File: src/rtl/cordic_vec_demod.sv
// Iterative vectoring-mode CORDIC: magnitude, phase and sample-to-sample
// phase difference (FM discriminator) of a complex I/Q stream.
module cordic_vec_demod #(
  parameter int BW   = 12,
  parameter int ABW  = 10,
  parameter int ITER = 8
) (
  input  logic                  clk_fs,
  input  logic                  rst,
  input  logic                  in_valid,
  output logic                  in_ready,
  input  logic signed [BW-1:0]  i_in,
  input  logic signed [BW-1:0]  q_in,
  output logic                  out_valid,
  output logic [BW:0]           mag,
  output logic [ABW-1:0]        phase,
  output logic [ABW-1:0]        dphase,
  output logic                  overflow
);

  localparam int XW = BW + 2;
  localparam int IW = $clog2(ITER + 1);

  typedef enum logic [1:0] {
    S_IDLE,
    S_ROT,
    S_OUT
  } state_t;

  // atan(2^-k) as a fraction of a circle, held at 2^24 and rounded to ABW
  function automatic logic [ABW-1:0] atan_lut(input logic [IW-1:0] k);
    longint v;
    int     kk;
    v  = 0;
    kk = int'(k);
    case (kk)
      0:       v = 2097152;
      1:       v = 1238021;
      2:       v = 654136;
      3:       v = 332050;
      4:       v = 166669;
      5:       v = 83416;
      6:       v = 41718;
      7:       v = 20860;
      8:       v = 10430;
      9:       v = 5215;
      10:      v = 2608;
      11:      v = 1304;
      12:      v = 652;
      13:      v = 326;
      14:      v = 163;
      15:      v = 81;
      default: v = 0;
    endcase
    v = (v + (longint'(1) << (23 - ABW))) >>> (24 - ABW);
    return ABW'(v);
  endfunction

  state_t                r_state;
  state_t                w_next;
  logic signed [XW-1:0]  r_x;
  logic signed [XW-1:0]  r_y;
  logic [ABW-1:0]        r_z;
  logic [IW-1:0]         r_iter;
  logic                  r_zero;
  logic [ABW-1:0]        r_prev;
  logic                  r_vld_d;

  logic signed [XW-1:0]  w_ie;
  logic signed [XW-1:0]  w_qe;
  logic signed [XW-1:0]  w_xs;
  logic signed [XW-1:0]  w_ys;
  logic [ABW-1:0]        w_atan;
  logic [ABW-1:0]        w_ph;
  logic                  w_last;

  assign w_ie   = {{2{i_in[BW-1]}}, i_in};
  assign w_qe   = {{2{q_in[BW-1]}}, q_in};
  assign w_xs   = r_x >>> r_iter;
  assign w_ys   = r_y >>> r_iter;
  assign w_atan = atan_lut(r_iter);
  assign w_ph   = r_zero ? '0 : r_z;
  assign w_last = (r_iter == IW'(ITER - 1));

  always_ff @(posedge clk_fs or posedge rst) begin
    if (rst) r_state <= S_IDLE;
    else     r_state <= w_next;
  end

  always_comb begin
    w_next   = r_state;
    in_ready = 1'b0;
    case (r_state)
      S_IDLE: begin
        in_ready = 1'b1;
        if (in_valid) w_next = S_ROT;
      end
      S_ROT:   if (w_last) w_next = S_OUT;
      S_OUT:   w_next = S_IDLE;
      default: w_next = S_IDLE;
    endcase
  end

  always_ff @(posedge clk_fs or posedge rst) begin
    if (rst) begin
      r_x       <= '0;
      r_y       <= '0;
      r_z       <= '0;
      r_iter    <= '0;
      r_zero    <= 1'b0;
      r_prev    <= '0;
      r_vld_d   <= 1'b0;
      out_valid <= 1'b0;
      mag       <= '0;
      phase     <= '0;
      dphase    <= '0;
      overflow  <= 1'b0;
    end else begin
      out_valid <= 1'b0;
      r_vld_d   <= in_valid;
      // a held strobe waits for ready; only a fresh strobe while busy is lost
      if (in_valid && !r_vld_d && !in_ready) overflow <= 1'b1;
      case (r_state)
        S_IDLE: begin
          if (in_valid) begin
            if (w_ie[XW-1]) begin
              r_x <= -w_ie;
              r_y <= -w_qe;
              r_z <= {1'b1, {(ABW-1){1'b0}}};
            end else begin
              r_x <= w_ie;
              r_y <= w_qe;
              r_z <= '0;
            end
            r_zero <= (i_in == '0) && (q_in == '0);
            r_iter <= '0;
          end
        end
        S_ROT: begin
          if (!r_y[XW-1]) begin
            r_x <= r_x + w_ys;
            r_y <= r_y - w_xs;
            r_z <= r_z + w_atan;
          end else begin
            r_x <= r_x - w_ys;
            r_y <= r_y + w_xs;
            r_z <= r_z - w_atan;
          end
          r_iter <= r_iter + 1'b1;
        end
        S_OUT: begin
          mag       <= r_zero ? '0 : r_x[BW:0];
          phase     <= w_ph;
          dphase    <= w_ph - r_prev;
          r_prev    <= w_ph;
          out_valid <= 1'b1;
        end
        default: ;
      endcase
    end
  end

endmodule

File: config.mk
export PLATFORM = sky130hd
export DESIGN_NAME = cordic_vec_demod
export DESIGN_NICKNAME = d
export VERILOG_FILES = /design/src/rtl/cordic_vec_demod.sv
export SDC_FILE = /design/constraint.sdc
export NUM_CORES = 1
export LEC_CHECK = 0
export BUFFER_PORTS_ARGS = -buffer_cell sky130_fd_sc_hd__buf_2
export CORE_ASPECT_RATIO = 1.25
export CORE_UTILIZATION = 40
export CTS_CLUSTER_DIAMETER = 60
export DETAILED_ROUTE_END_ITERATION = 8
export GPL_TIMING_DRIVEN = 0
export RECOVER_POWER = 50
export SLEW_MARGIN = 20
export SYNTH_ARGS = -nofsm -noshare
export SYNTH_HDL_FRONTEND = slang
export SYNTH_SLANG_ARGS = --single-unit
File: constraint.sdc
create_clock -name clk_fs -period 9.6 [get_ports clk_fs]
set_input_delay 0.96 -clock clk_fs [delete_from_list [all_inputs] [get_ports clk_fs]]
set_output_delay 0.96 -clock clk_fs [all_outputs]
set_load 0.005 [all_outputs]
### Word level (Yosys, flattened, before mapping)

Memories as Yosys holds them, arrays and structs flattened.
Index checks and enable logic that the tools add are counted.

* add/sub/neg operators: 11
* equal/unequal tests: 5
* shifts and indexed selects: 2
* muxes and demuxes: 21
* reduce and logical (&&, ||, !) cells: 12

Operator list (count)
* 14-bit two-way mux: 6
* 14-bit case mux with 2 select lines: 2
* 10-bit two-way mux: 4
* 14-bit adder: 2
* 12-bit negation with 14-bit output: 2
* 14-bit by 4-bit >>> shifter with 14-bit output: 2
* 14-bit subtractor: 2
* 24-bit by 15-bit adder with 24-bit output (second input constant): 1
* 12-bit logical NOT: 2
* 10-bit case mux with 2 select lines: 1
* 10-bit subtractor: 2
* 13-bit two-way mux: 1
* 10-bit adder: 1
* 4-bit case mux with 2 select lines: 1
* 2-bit AND reduction: 3
* 4-bit by 1-bit adder with 4-bit output (second input constant): 1
* 4-bit by 3-bit equality test with 1-bit output (second input constant): 1
* 2-bit two-way mux: 2
* 4-bit two-way mux: 1
* 2-bit inequality test (second input constant): 2
* 2-bit case mux with 2 select lines: 1
* 1-bit logical AND: 3
* 2-bit by 1-bit equality test with 1-bit output (second input constant): 1
* 2-bit equality test (second input constant): 1
* 4 further kinds: 6

* register bits: 81
* memory bits (read-only): 352
* output and inout port bits: 36
* word-level logic and storage cells: 64
* memories: 1

Memory list
* (no name shown): words 16, bits a word 22, rd ports 1, clocked after Yosys merged registers in 0, write ports 0, RTL line 36 `case (kk)`

### Longest topological paths before layout

Gate-level depths: netlist of run 1.
An unclocked memory read counts as a cell.

* depth in word-level cells: 5
* mapped depth: 23
* depth with buffers taken out: 20

### Worst setup path after synthesis of run 1

No wires, ideal clock.

* path kind: register -> register
* start: register r_iter[0]
* end: register r_y[12]
* arrival: 4091 ps
* data required time: 9463 ps
* setup slack: 5372 ps
* stages on the path, launching flop included: 19
* cells stage by stage: dfrtp_1 buf_6 buf_12 nor2_1 mux2_2 mux4_1 inv_1 ha_1 mux2_2 fa_1 a21o_1 a21oi_1 o21bai_1 a21o_1 a21oi_1 o21ai_0 a21oi_1 xor2_1 a21oi_1

* cells in the longest elaborated chain, start to end: 4
* elaborated cells between the ends (all ways): 5

Ends and longest elaborated chain
* from (decl): RTL line 64 `logic [IW-1:0] r_iter;`
* from (signal assigned): RTL line 149 `r_iter <= r_iter + 1'b1;`
* 14-bit by 4-bit >>> shifter with 14-bit output *: RTL line 79 `assign w_xs = r_x >>> r_iter;`
* 14-bit subtractor / 14-bit adder (equally long branches): RTL line 142, 146
* 14-bit two-way mux *: RTL line 140 `if (!r_y[XW-1]) begin`
* 14-bit case mux with 2 select lines *: RTL line 123 `case (r_state)`
* to (signal assigned): RTL line 128 `r_y <= -w_qe;`
* to (signal assigned): RTL line 142 `r_y <= r_y - w_xs;`
* to (signal assigned): RTL line 146 `r_y <= r_y + w_xs;`
* to (decl): RTL line 62 `logic signed [XW-1:0] r_y;`

Mark *: on every way between the ends. The rest lies on a longest branch, timed or not.
A chain may end at the register's enable or synchronous reset.

### Worst setup path after layout of run 1

* start: register r_iter[3]
* end: register r_z[9]

* cells in the longest elaborated chain, start to end: 5
* elaborated cells between the ends (all ways): 6

Ends and longest elaborated chain
* memory read 16 x 22 bit *
* 24-bit by 15-bit adder with 24-bit output *: RTL line 55 `v = (v + (longint'(1) << (23 - ABW))) >>> (24 - ABW);`
* 10-bit adder / 10-bit subtractor (equally long branches): RTL line 143, 147
* 10-bit two-way mux *: RTL line 140
* 10-bit case mux with 2 select lines *: RTL line 123
* to (signal assigned): RTL line 129 `r_z <= {1'b1, {(ABW-1){1'b0}}};`
* to (signal assigned): RTL line 143 `r_z <= r_z + w_atan;`
* to (signal assigned): RTL line 147 `r_z <= r_z - w_atan;`
* to (decl): RTL line 63 `logic [ABW-1:0] r_z;`

Marked as above.

==> results.txt, run 1 <==
* Run status: finished with violations
- The checks that failed: max-capacitance violations, max-slew violations.
* Ratio of final minimum period to clock period: 0.565
- The slowest stage of the critical path is the sky130_fd_sc_hd__buf_1 cell.
* Longest Clk Path Bufs: 2
* Count of endpoints failing hold in the final timing report: 0
- The critical path contains buffers and inverters numbering 5 combined.
- Max-capacitance violation count: 1
* Count of vias placed by the detailed router: around 7,300
- The number of global-route vias before repair came to 7,022.
* Headroom to the max-slew limit: -1.00
- Entering global routing, the biggest net connects 52 pins.
* NumNets Final: 1,081
* Post-synth EDFFs: 0
* Insertion delay to the later sink of the worst-skew pair: ~0.36 ns
- Die area: 0.0201 mm2
- Total Negative Setup Slacks: 0 ns
* Area added between synthesis and finish: 12.1%
- Clock root buffer master: sky130_fd_sc_hd__clkbuf_16
* First-pass DRT Iterations: 6
- The first global-routing pass estimated about 39 mm of wire.
* Post-CTS setup buffers: 0
* Clock skew after layout: 0.00816 ns
- The H-tree was split into 3 levels.
- Post-CTS resize count: 0
- In the final layout, the share of cells above drive strength 1 is 0.126.
- The worst path needs 5.43 ns of the cycle, external delays included.
- For this design, the sink count on the clock tree is 81.
* Global placement routability congestion: 0.945
- Synthesis produced 921 cells.
* Number of ports placed on the die boundary: 63
- From left edge to right edge, the die measures around 130 um.
- Fraction of synthesized cell area taken by the top area cell type: 0.259
- After detailed routing, the number of remaining DRC violations is 0.
- Iteration-0 DRC count of the detailed router: 476
- Clock tree from TritonCTS: built
* Register-to-register path setup slack: between 4 and 5 ns
- Walking the worst path, the cells encountered are clkbuf_1 -> clkbuf_1 -> buf_1 -> clkbuf_1 -> a21oi_1 -> o21ai_0 -> ha_1 -> inv_1 -> a2111oi_4 -> xnor2_1 -> o21ai_0 -> a21oi_1 -> nor2_1 -> a21oi_1 -> xor2_1 -> ha_1 -> a21o_1 -> a31oi_1 -> xnor2_1 -> o21ai_0.
- The library cell used most frequently in the layout, excluding fill and tap cells, is sky130_fd_sc_hd__nand2_1.
- Averaged over all synthesized cells, the footprint is about 8.5 um2.
- FF+latch count, synth: 81
* Count of unique library cells instantiated by Yosys: 66
- GRT overflow: 0
- Largest area contributor in the synthesized netlist: sky130_fd_sc_hd__dfrtp_1
- The library cells used most frequently in the layout, excluding fill and tap cells, are sky130_fd_sc_hd__nand2_1, sky130_fd_sc_hd__dfrtp_1, sky130_fd_sc_hd__o21ai_0.
* Slowest cell delay on critical path: 0.51 ns
- Sequential share of the synthesized area: 0.259
- After detailed placement, the total cell area comes to approximately 0.0085 mm2.
- The tightest hold path in the finished design has a slack of 0.472 ns.
- Synthesized area: between 0.007 and 0.008 mm2
- Buffers placed on the I/O ports in this run total 62.
- Final setup fails: 0
- Setup repair after global routing left no endpoint under its margin.
- After detailed routing, the average wire length per cell comes to 19.8 um.
- Final antenna diode count: 0
- Clock-pin slew was measured on the worst setup and hold paths at 0.07 ns.
- In this run the standard cell core region covers 0.0190 mm2.
- In this design, the largest share of critical-path delay is due to buffers and inverters.
- DPL Wire Length: 19.1 mm
* Post-detailed-route count of antenna-violating nets: 0
* Total Routing Usage GR: 0.257
- Final Routed Wirelength: between 20 and 25 mm
- Vias per cell: ~5.8
* Number of antenna violations at the first check in global routing: 1
- Hold repair after CTS inserted 0 buffers.
- The worst setup path is captured at a flip-flop.
- Counting the buffers created by CTS gives 9.
- Mapped Nets: between 1,000 and 1,500
- In the synthesized netlist the async set-or-reset flop fraction comes to 1.00.
- Data on the critical path is required at its endpoint by between 9 and 10 ns.
- The Yosys step of the flow raised 0 warnings.
* Final count of pins violating max slew: 52
- Transition time at the pin with the least slew margin: 3.00 ns
* Fmax: 184 MHz
- The worst setup path is launched from a flip-flop.
- Flip-flop cell with the highest count after synthesis: sky130_fd_sc_hd__dfrtp_1
* Top area cells in the synthesized netlist: sky130_fd_sc_hd__dfrtp_1, sky130_fd_sc_hd__ha_1, sky130_fd_sc_hd__xnor2_1, sky130_fd_sc_hd__o21ai_0, sky130_fd_sc_hd__a21oi_1
- In this run the worst path has a maximum fanout of 10.
- The worst setup path is of the reg -> reg kind.
- Core Rows: 56
- With fillers left out, the area of the finished cells amounts to 0.00878 mm2.
- Starting Density: 0.412
* Worst min-delay path class: reg -> reg
- Arrival time of data at the critical path endpoint: 5.64 ns
- The die is 158 um tall.
==> per-stage QoR <==
| stage | utilization | setup slack [ns] | std cells |
|---|---|---|---|
| 6_report | 0.462 | 4.17 | 1261 |
| 5_1_grt | 0.462 | 3.80 | 1261 |
| 3_3_place_gp | 0.446 | 4.31 | 1244 |
| 4_1_cts | 0.464 | 4.26 | 1261 |
| 3_5_place_dp | 0.448 | 4.28 | 1245 |
| 2_1_floorplan | - | 5.37 | 921 |
==> sequential cells by signal, indices dropped and copies added, names as in the netlist, 2 cells and up <==
register / cells
mag: 13
r_iter: 4
dphase: 10
r_z: 10
r_y: 14
r_x: 14
r_state: 2
r_prev: 10
==> final timing paths <==
check | cells past startpoint | startpoint | endpoint
min in group asynchronous | 2 | rst | mag[9]
setup / recovery | 20 | r_iter[3] | r_z[9]
hold / removal | 2 | dphase[4] | dphase[4]
max in group asynchronous | 3 | rst | r_y[4]
hold reg to reg | 2 | dphase[4] | dphase[4]
setup reg to reg | 20 | r_iter[3] | r_z[9]
==> cell usage after synthesis, types with 4 or more instances <==
library cell / n
sky130_fd_sc_hd__nand2_1: 86
sky130_fd_sc_hd__dfrtp_1: 81
sky130_fd_sc_hd__o21ai_0: 80
sky130_fd_sc_hd__a21oi_1: 70
sky130_fd_sc_hd__nor2_1: 65
sky130_fd_sc_hd__ha_1: 55
sky130_fd_sc_hd__xnor2_1: 52
sky130_fd_sc_hd__inv_1: 48
sky130_fd_sc_hd__clkbuf_1: 39
sky130_fd_sc_hd__xor2_1: 32
sky130_fd_sc_hd__nand2b_1: 31
sky130_fd_sc_hd__nand3_1: 24
sky130_fd_sc_hd__mux2i_1: 21
sky130_fd_sc_hd__nor2b_1: 19
sky130_fd_sc_hd__o22ai_1: 16
sky130_fd_sc_hd__a21o_1: 15
sky130_fd_sc_hd__mux4_2: 14
sky130_fd_sc_hd__mux2_2: 13
sky130_fd_sc_hd__o211ai_1: 13
sky130_fd_sc_hd__nor3_1: 12
sky130_fd_sc_hd__o31ai_1: 11
sky130_fd_sc_hd__a31oi_1: 10
sky130_fd_sc_hd__mux4_1: 10
sky130_fd_sc_hd__o21bai_1: 7
sky130_fd_sc_hd__o21a_1: 6
sky130_fd_sc_hd__or3_1: 6
sky130_fd_sc_hd__and3_1: 5
sky130_fd_sc_hd__o41ai_1: 5
sky130_fd_sc_hd__a211o_1: 4
sky130_fd_sc_hd__a22oi_1: 4
sky130_fd_sc_hd__buf_1: 4
sky130_fd_sc_hd__fa_1: 4
sky130_fd_sc_hd__nand4_1: 4
sky130_fd_sc_hd__nor4_1: 4
sky130_fd_sc_hd__or2_2: 4
==> kinds of logic (layout without fill, tap and decap cells) <==
family,Yosys count,after routing,synth area share
and+or+nand+nor,274,274,0.168
xor gates and xnor gates,84,84,0.0939
muxes,58,58,0.119
buffers and inverters,100,179,0.0532
AOI/OAI and AO/OA,265,265,0.209
adders and majority gates,59,59,0.0981
DFF,81,81,0.259
==> area by class of cell <==
class / instances / area (um2)
flip-flops and latches: 81 / 2030
inverters: 49 / 185
well taps: 261 / 327
fillers: 1930 / 10200
multi-input cells: 740 / 5390
repair buffers: 63 / 313
plain buffers: 51 / 233
clock buffers: 9 / 225
clock inverters: 7 / 81.3
==> tightest hold or removal path, cell delays in order, from the launching register on <==
cell                      delay, ns
sky130_fd_sc_hd__dfrtp_1       0.34
sky130_fd_sc_hd__nand2_1       0.05
sky130_fd_sc_hd__o31ai_1       0.05
==> metal layers <==
| metal | vias to the layer above | wire length [um] | track usage |
|---|---|---|---|
| met5 | - | 0 | 0 |
| met3 | 56 | 1330 | 0.0302 |
| li1 | 3466 | - | - |
| met4 | 0 | 993 | 0.137 |
| met1 | 3482 | 10400 | 0.309 |
| met2 | 264 | 12300 | 0.449 |
Power of run 1 is left out: the tool's default activity adds up to more than one toggle a clock period on the data nets, which glitch-free logic cannot reach.
==> inputs of run 2 (changes only) <==
--- a/config.mk
+++ b/config.mk
@@ -5,6 +5,7 @@
 export SDC_FILE = /design/constraint.sdc
 export NUM_CORES = 1
 export LEC_CHECK = 0
+export ABC_AREA = 1
 export BUFFER_PORTS_ARGS = -buffer_cell sky130_fd_sc_hd__buf_2
 export CORE_ASPECT_RATIO = 1.25
 export CORE_UTILIZATION = 40
==> constraint.sdc (replaced) <==
create_clock -name clk_fs -period 5.68 [get_ports clk_fs]
set_input_delay 0.568 -clock clk_fs [delete_from_list [all_inputs] [get_ports clk_fs]]
set_output_delay 0.568 -clock clk_fs [all_outputs]
set_load 0.005 [all_outputs]
==> run 2 against run 1 <==
  * The flow still finishes with violations (max-capacitance violations, max-slew violations)
  * Final area increased by 1.7%
  * Largest cell class unchanged
  * Via count increased by 13%
  * Setup slack got worse by 2.8 ns
  * Critical endpoint unchanged
  * Global-route usage decreased by 0.14 points
  * Wire length increased by 2.5%
==> results.txt, run 2 <==
- The number of global-route vias before repair is 7,787.
- Min Tclk post-route: 4.35 ns
- FF+latch count, synth: just over 80
* Classification of the worst setup path: reg -> reg
- The checks that failed: max-capacitance violations, max-slew violations.
- By instance count, the leading cell after synthesis is sky130_fd_sc_hd__nand2_1.
* Number of clock sinks: 81
* Final antenna diode count: 0
* RR Startpoint: r_iter[1]
- Routed length per placed instance: approximately 17 um
- For this run, design rule violations remaining after detail routing come to 0.
* Die outline width: 129 um
- A synthesized cell averages about 6.7 um2.
- CTS built an H-tree with a depth of 3.
- From bottom edge to top edge, the die measures 160 um.
- Using the TritonRoute via totals, the vias-per-cell ratio works out to about 5.3.
* GRT overflow: 0
- Synthesized area: 0.00801 mm2
* Flip-flop cell with the highest count after synthesis: sky130_fd_sc_hd__dfrtp_1
* Worst Path Max Fanout: 11
- For this run, asynchronously set or reset flops after synthesis account for 1.00.
* Post-detailed-route count of antenna-violating nets: 0
- Total Negative Setup Slacks: 0 ns
- The pre-antenna-repair detailed-routing pass consisted of 6 iterations.
- Sorting the synthesized cells by area gives the leading types as sky130_fd_sc_hd__dfrtp_1, sky130_fd_sc_hd__nand2_1, sky130_fd_sc_hd__ha_1, sky130_fd_sc_hd__o21ai_0, sky130_fd_sc_hd__inv_1.
* Core Rows: 57
- Area added between synthesis and finish: 11.5%
- Headroom to the max-slew limit: -0.577
- # port buffers: 61
* Type of element capturing the critical path: flip-flop
- Die area: about 0.021 mm2
- Buffers & Inverters on Critical Path: 5
* Core Box Area: 0.0195 mm2
- The first global-routing pass estimated 40.5 mm of wire.
- Final Routed Wirelength: 25.6 mm
- Most used cells in the layout excluding fill and tap cells: sky130_fd_sc_hd__nand2_1, sky130_fd_sc_hd__inv_1, sky130_fd_sc_hd__o21ai_0
- Most common library cell in the layout ignoring fill and taps: sky130_fd_sc_hd__nand2_1
- CP cell instances: inv_2 -> buf_6 -> buf_4 -> ha_1 -> o21ai_2 -> a22oi_1 -> ha_1 -> xnor2_1 -> ha_1 -> nand3_1 -> nor3_1 -> a21oi_2 -> xnor2_1 -> inv_1 -> ha_1 -> inv_1 -> nor4_1 -> nand2_1 -> o311ai_0 -> a31oi_1 -> nand3b_1 -> nand3_1 -> nand2_1
* Required time at the endpoint of the critical path: 5.92 ns
- Of the synthesized area, sequential elements account for 0.253.
- Clock skew after layout: 0.0110 ns
- The largest total area in the synthesized netlist belongs to sky130_fd_sc_hd__dfrtp_1.
* Final standard cell utilization of the core: 0.457
- Of the cells placed in the final design, the portion with a size suffix greater than 1 is 0.128.
- Setup repair after global routing missed its margin: no
* Post-CTS resize count: 0
- In the finished design, the share of the clock period the worst path needs comes to 0.766.
- Global placement routability congestion: 0.928
- Starting Density: 0.410
- Longest Clk Path Bufs: 2
- TritonCTS built the clock tree.
* Hold-fix buffer count after cts: 0
* Synthesis Warnings: 0
- The filler cells instantiated in the layout total 2,132.
- Worst min-delay path class: in -> reg
* Top cell by count, worst path: sky130_fd_sc_hd__ha_1
- Clock root buffer master: sky130_fd_sc_hd__clkbuf_16
- The synthesized design contains 0 enable-type register cells.
* Transition time at the pin with the least slew margin: between 2 and 2.5 ns
- In this run, the number of DRC markers left after iteration 0 of detailed routing was 504.
- Fmax: ~230 MHz
* Run status: finished with violations
- Count of endpoints failing hold in the final timing report: 0
- NumNets Final: 1,351
- Entering global routing, the biggest net connects 43 pins.
* Max-capacitance violation count: 2
* Largest registers in the final layout: r_x x14, r_y x14, mag x13
- Count of unique library cells instantiated by Yosys: 58
- The largest single stage delay on the critical path is 0.46 ns.
- Clk slew on worst S/H paths: 0.07 ns
- The worst hold path begins at in_valid.
- CTS Buf Count: 9
* Mapped Nets: 1,278
* Number of ports placed on the die boundary: 63
- Buffers added to address setup during post-CTS repair amount to 0.
- Data arrives at the worst endpoint at 4.59 ns.
* Slowest library cell on the worst path: sky130_fd_sc_hd__dfrtp_1
- For the worst-skew pair, the clock arrives at the later sink with an insertion delay of 0.36 ns.
- Most common library cells after synthesis: sky130_fd_sc_hd__nand2_1, sky130_fd_sc_hd__inv_1, sky130_fd_sc_hd__o21ai_0
- Detailed routing inserted a total of about 8,200 vias.
- The cell count after synthesis came out at 1,192.
- Cell class contributing the biggest share of worst-path delay: simple AND/OR/NAND/NOR gates
- Total Routing Usage GR: 0.255
* DPL Wire Length: 20.2 mm
- Fraction of synthesized cell area taken by the top area cell type: 0.253
- Final count of pins violating max slew: 84
* Number of antenna violations at the first check in global routing: 0
* Final setup fails: 0
- The worst setup path is launched from a flip-flop.
* Timing startpoint of the critical path: r_iter[1]
[run 2: metal layers]
metal,global-route usage,part of all wire,wire length (um),up-vias
met5,0,0,0,-
met1,0.308,0.42,10600,3754
li1,-,-,-,4122
met3,0.0382,0.044,1140,70
met2,0.437,0.49,12600,255
met4,0.128,0.047,1210,0
[run 2: worst register-to-register path: stages, from the launching register on]
cell and delay [ns]:
sky130_fd_sc_hd__dfrtp_1 0.46, sky130_fd_sc_hd__inv_2 0.07, sky130_fd_sc_hd__buf_6 0.14, sky130_fd_sc_hd__buf_4 0.18
sky130_fd_sc_hd__ha_1 0.30, sky130_fd_sc_hd__o21ai_2 0.18, sky130_fd_sc_hd__a22oi_1 0.09, sky130_fd_sc_hd__ha_1 0.22
sky130_fd_sc_hd__xnor2_1 0.29, sky130_fd_sc_hd__ha_1 0.22, sky130_fd_sc_hd__nand3_1 0.09, sky130_fd_sc_hd__nor3_1 0.29
sky130_fd_sc_hd__a21oi_2 0.10, sky130_fd_sc_hd__xnor2_1 0.16, sky130_fd_sc_hd__inv_1 0.06, sky130_fd_sc_hd__ha_1 0.28
sky130_fd_sc_hd__inv_1 0.08, sky130_fd_sc_hd__nor4_1 0.32, sky130_fd_sc_hd__nand2_1 0.09, sky130_fd_sc_hd__o311ai_0 0.13
sky130_fd_sc_hd__a31oi_1 0.12, sky130_fd_sc_hd__nand3b_1 0.19, sky130_fd_sc_hd__nand3_1 0.08, sky130_fd_sc_hd__nand2_1 0.05
[run 2: stage by stage]
stage,setup WS [ns],hold slack [ns],std cells,instance area [um2]
after detailed placement,1.35,0.466,1519,8670
after CTS,1.31,0.286,1535,8960
after global placement,1.39,0.457,1518,8640
after floorplan,1.99,0.465,1192,8010
after global routing,0.878,0.348,1535,8930
final,1.33,0.347,1535,8930
[run 2: kinds of logic after synthesis]
logic type               Yosys count  synth area share
AO/OA/AOI/OAI                    265             0.190
XOR/XNOR                          46            0.0531
adder cells (fa/ha/maj)           59            0.0960
buffers and inverters            187            0.0975
flip-flops                        81             0.253
multiplexers                       3           0.00375
AND/OR/NAND/NOR                  551             0.306
[run 2: layout make-up]
type	count	area, um2	area share
Buffer	44	241	0.0270
Clock buffer	9	225	0.0252
Clock inverter	7	61.3	0.00687
Inverter	143	541	0.0605
Multi-Input combinational cell	924	5200	0.582
Sequential cell	81	2030	0.227
Tap cell	265	332	0.0371
Timing Repair Buffer	62	302	0.0338
[run 2: final timing paths]
check | to | slack [ns] | cells after the start
min | r_vld_d | 0.35 | 1
max reg2reg | r_z[9] | 1.33 | 23
max in group asynchronous | r_y[8] | 2.10 | 3
min reg2reg | mag[7] | 0.48 | 2
max | r_z[9] | 1.33 | 23
min in group asynchronous | dphase[5] | 0.68 | 2
Power of run 2 is left out for the same reason.
